[config.mk]
export PLATFORM = sky130hd
export DESIGN_NAME = cordic_iter_ctrl
export DESIGN_NICKNAME = d
export VERILOG_FILES = /design/src/rtl/cordic_iter_ctrl.sv
export SDC_FILE = /design/constraint.sdc
export NUM_CORES = 1
export LEC_CHECK = 0
export CAP_MARGIN = 40
export CORE_AREA = 8 8 45 47
export DETAILED_ROUTE_END_ITERATION = 8
export DIE_AREA = 0 0 53 55
export DONT_BUFFER_PORTS = 1
export PLACE_DENSITY_LB_ADDON = 0.15
export SKIP_LAST_GASP = 1
export SLEW_MARGIN = 0
export SYNTH_ARGS = -nofsm -noshare
export SYNTH_HDL_FRONTEND = slang
export SYNTH_SLANG_ARGS = --single-unit
export TNS_END_PERCENT = 1
[constraint.sdc]
create_clock -name clk -period 3.4 [get_ports clk]
set_clock_uncertainty 0.1 [all_clocks]
set_input_delay 1.02 -clock clk [delete_from_list [all_inputs] [get_ports clk]]
set_output_delay 1.02 -clock clk [all_outputs]
set_load 0.02 [all_outputs]
[src/rtl/cordic_iter_ctrl.sv]
// -----------------------------------------------------------------------------
// cordic_iter_ctrl
//
// Sequencing controller for the iterative CORDIC micro-rotation datapath.
// Takes one job per input handshake, pulses the datapath load, steps the
// datapath through N_ITER micro-rotations, and then holds the result valid
// until the consumer takes it.
//
// Handshake semantics (both sides): a transfer happens on a rising clock edge
// where valid and ready are both high. A producer that has raised valid keeps
// it and its payload stable until that edge. ready never depends on valid
// within the same cycle.
//
// Ports:
//   clk        system clock, all state changes on its rising edge
//   rst        synchronous active-high reset, aborts any running job
//   in_valid   job request
//   in_ready   controller can accept a job (IDLE only)
//   in_mode    0 = rotation, 1 = vectoring, sampled at accept
//   dp_load    one-cycle pulse: datapath loads x0/y0/z0
//   dp_en      datapath performs one micro-rotation this cycle
//   dp_iter    iteration index (shift amount / arctan LUT address)
//   dp_mode    mode latched for the current job
//   z_sign     sign bit of datapath z register
//   y_sign     sign bit of datapath y register
//   dp_dir     rotation direction, 1 = d=+1, 0 = d=-1 (0 when dp_en=0)
//   out_valid  datapath result is final
//   out_ready  consumer takes the result
//   busy       controller is in any state other than IDLE
//   dbg_state  current FSM state encoding (IDLE=0, LOAD=1, ITER=2, DONE=3)
// -----------------------------------------------------------------------------
module cordic_iter_ctrl #(
  parameter int N_ITER = 16,
  parameter int IW     = 4
) (
  input  logic          clk,
  input  logic          rst,
  input  logic          in_valid,
  output logic          in_ready,
  input  logic          in_mode,
  output logic          dp_load,
  output logic          dp_en,
  output logic [IW-1:0] dp_iter,
  output logic          dp_mode,
  input  logic          z_sign,
  input  logic          y_sign,
  output logic          dp_dir,
  output logic          out_valid,
  input  logic          out_ready,
  output logic          busy,
  output logic [1:0]    dbg_state
);

  localparam logic [1:0] S_IDLE = 2'd0;
  localparam logic [1:0] S_LOAD = 2'd1;
  localparam logic [1:0] S_ITER = 2'd2;
  localparam logic [1:0] S_DONE = 2'd3;

  // Final index of a job. With N_ITER = 2**IW this is all-ones, so the exit
  // is decided by this compare and the counter never has to wrap.
  localparam logic [IW-1:0] LAST_ITER = IW'(N_ITER - 1);

  logic [1:0]    state_q, state_d;
  logic [IW-1:0] iter_q, iter_d;
  logic          mode_q, mode_d;

  always_comb begin
    state_d = state_q;
    iter_d  = iter_q;
    mode_d  = mode_q;
    case (state_q)
      S_IDLE: begin
        if (in_valid) begin
          mode_d  = in_mode;
          state_d = S_LOAD;
        end
      end
      S_LOAD: begin
        iter_d  = '0;
        state_d = S_ITER;
      end
      S_ITER: begin
        if (iter_q == LAST_ITER) begin
          // Hold the last index through DONE rather than incrementing.
          state_d = S_DONE;
        end else begin
          iter_d = iter_q + 1'b1;
        end
      end
      S_DONE: begin
        if (out_ready) begin
          iter_d  = '0;
          state_d = S_IDLE;
        end
      end
      default: begin
        state_d = S_IDLE;
        iter_d  = '0;
      end
    endcase
  end

  always_ff @(posedge clk) begin
    if (rst) begin
      state_q <= S_IDLE;
      iter_q  <= '0;
      mode_q  <= 1'b0;
    end else begin
      state_q <= state_d;
      iter_q  <= iter_d;
      mode_q  <= mode_d;
    end
  end

  assign in_ready  = (state_q == S_IDLE);
  assign dp_load   = (state_q == S_LOAD);
  assign dp_en     = (state_q == S_ITER);
  assign out_valid = (state_q == S_DONE);
  assign busy      = (state_q != S_IDLE);
  assign dp_iter   = iter_q;
  assign dp_mode   = mode_q;
  assign dbg_state = state_q;

  // Rotation drives z toward 0 (d=+1 while z>=0); vectoring drives y toward 0
  // (d=+1 while y<0). Forced low outside micro-rotation cycles.
  assign dp_dir = dp_en & (mode_q ? y_sign : ~z_sign);

endmodule

==> flow_summary.json <==
{
  "worst_ep_arrival_time_ps": 1600,
  "synth_area_per_cell_um2": 8.54,
  "synthArstFlopShare_pct": 0,
  "grtUsageTotal_pct": 8.54,
  "gp_congestion": 0.719,
  "grt_pass1_vias": 355,
  "cts-htree-levels": 1,
  "port_buffers": 0,
  "final_layout_size_suffix_gt1_share_pct": 10.9,
  "crit_required_ps": 2280,
  "final_cell_mix": "nand2_1, inv_1, dfxtp_1",
  "tightest_slew_ps": 466,
  "synth-seq-area-share_pct": 32.2,
  "hold_violations": 0,
  "synth_flop_cell": "dfxtp_1",
  "fill_cells": 147,
  "min_period_over_period_pct": 80.0,
  "routed_via_density": 5.24,
  "r2r-start": "dbg_state[0]",
  "synth_fp_nets": 63,
  "row_count": 14,
  "path_clk_slew_ps": 50,
  "tritoncts": "built",
  "hold_path_depth": 2,
  "cts_resized": 0,
  "ys_warn_count": 0,
  "start_util_pct": 31.5,
  "dpl.hpwl_um": 855,
  "cp-end-kind": "primary output",
  "clock-root-buffer": "clkbuf_4",
  "ant_nets": 0,
  "cp_max_fo": 8,
  "yosysUniqueCellTypes": 23,
  "power_density_nw_per_um2": 860,
  "max_cap_violations": 0,
  "clock_path_buffers": 2,
  "core_um2": 1380,
  "grt-ovfl-total": 0,
  "totalPowerFinal_w": 0.000414,
  "die_h_um": 55,
  "ioPinCount": 20,
  "r2r_setup_slack_ps": 1510,
  "drt_wl_total_um": 1030,
  "synthToLayoutAreaGrowth_pct": 10.6,
  "netlist_area_um2": 435,
  "reg2reg_to": "dp_iter[1]",
  "die_area_um2": 2920,
  "grt_max_degree": 9,
  "vias": 372,
  "die_w_um": 53,
  "antenna_cells": 0,
  "wl_per_cell_um": 14.5,
  "power.leakage_nw": 0.183,
  "cts_made_buffers": 3,
  "ys_ff_latch": 7,
  "hold-path-endpoint": "dp_mode",
  "rsz0062_at_grt": "no",
  "rr_worst_depth": 5,
  "slew_headroom_pct": 68.9,
  "period_minus_slack_ps": 2720,
  "syn_inst": 51,
  "post-cts-setup-buffers": 0,
  "dr.pass1.iters": 3,
  "drc": 0,
  "critical_path_class": "register to primary output",
  "nets": 68,
  "drtIter0Drc": 4,
  "fmax_ghz": 0.368,
  "outcome": "finished, final reports clean",
  "hold-worst-slack_ps": 507,
  "grt_pass1_wl_um": 1770,
  "hold_buffers": 0,
  "grt_antenna_before_repair": 0,
  "finalSetupTns_ps": 0,
  "final_common_cell": "nand2_1",
  "synth_edf_count": 0,
  "clock_latency_ps": 250,
  "final-max-slew-violation-count": 0,
  "instances_no_fill": 71,
  "hold_path.startpoint": "dp_mode",
  "cts_sinks": 7,
  "holdCritPathClass": "register to register",
  "start_kind": "register",
  "peakVddDrop_uv": 345,
  "dp.cells": 67,
  "setup-violations-final": 0
}
-- layer usage --
| layer | up-vias | track usage (%) | part of all wire (%) | routed length (um) |
|---|---|---|---|---|
| li1 | 195 | - | - | - |
| met1 | 161 | 8.85 | 43 | 447 |
| met2 | 14 | 11.7 | 41 | 421 |
| met3 | 2 | 6.15 | 15 | 156 |
| met4 | 0 | 6.47 | 0.77 | 8 |
| met5 | - | 0 | 0 | 0 |
-- state kept, by name, indices dropped and copies added, names as in the netlist --
register and cells:
dp_iter 4, dp_mode 1, dbg_state 2
-- worst max-delay path: stages (launching register included) --
cell,delay (ps)
dfxtp_1,510
ha_1,520
and2_1,320
-- layout make-up --
type	count	area [um^2]	share of cell area, %
Inverter	7	26.3	5.45
Multi-Input combinational cell	37	269	55.8
Sequential cell	7	140	29.1
Tap cell	16	20.0	4.16
Clock buffer	4	26.3	5.45
-- worst max-delay path by stage --
stage / start / to / slack, ps / cells past startpoint
after global placement: z_sign / dp_dir / 900 / 2
after global routing: dbg_state[1] / dp_dir / 580 / 2
after floorplan: z_sign / dp_dir / 920 / 2
after detailed placement: z_sign / dp_dir / 890 / 2
after CTS: dbg_state[1] / dp_dir / 640 / 2
final: dbg_state[1] / dp_dir / 680 / 2
-- logic make-up after synthesis --
kind of cell,synth area share (%)
and+or+nand+nor,19.8
buffers and inverters,6.04
muxes,2.30
AOI/OAI and AO/OA,25.3
adders and majority gates,14.4
DFF,32.2
-- where the power goes --
group	switching, W	leakage [nW]	internal (W)
Combinational	0.000138	0.111	0.0000635
Sequential	0.0000392	0.0570	0.0000980
Clock	0.0000307	0.0150	0.0000448
-- cell usage after synthesis, types with 2 or more instances --
cell | number | area [um^2]
nand2_1 | 8 | 30.0
dfxtp_1 | 7 | 140
inv_1 | 7 | 26.3
ha_1 | 5 | 62.6
o21ai_0 | 3 | 15.0
a211oi_1 | 2 | 15.0
nand3_1 | 2 | 10.0
o32ai_1 | 2 | 17.5
-- through the flow --
stage	instance area (um^2)	setup WS, ps	utilization (%)
global placement	455	901	32.9
detailed placement	455	893	32.9
global route	482	577	34.8
finish	482	681	34.8
CTS	482	638	34.8
floorplan	435	915	-
Power figures use the tool's default switching activity.
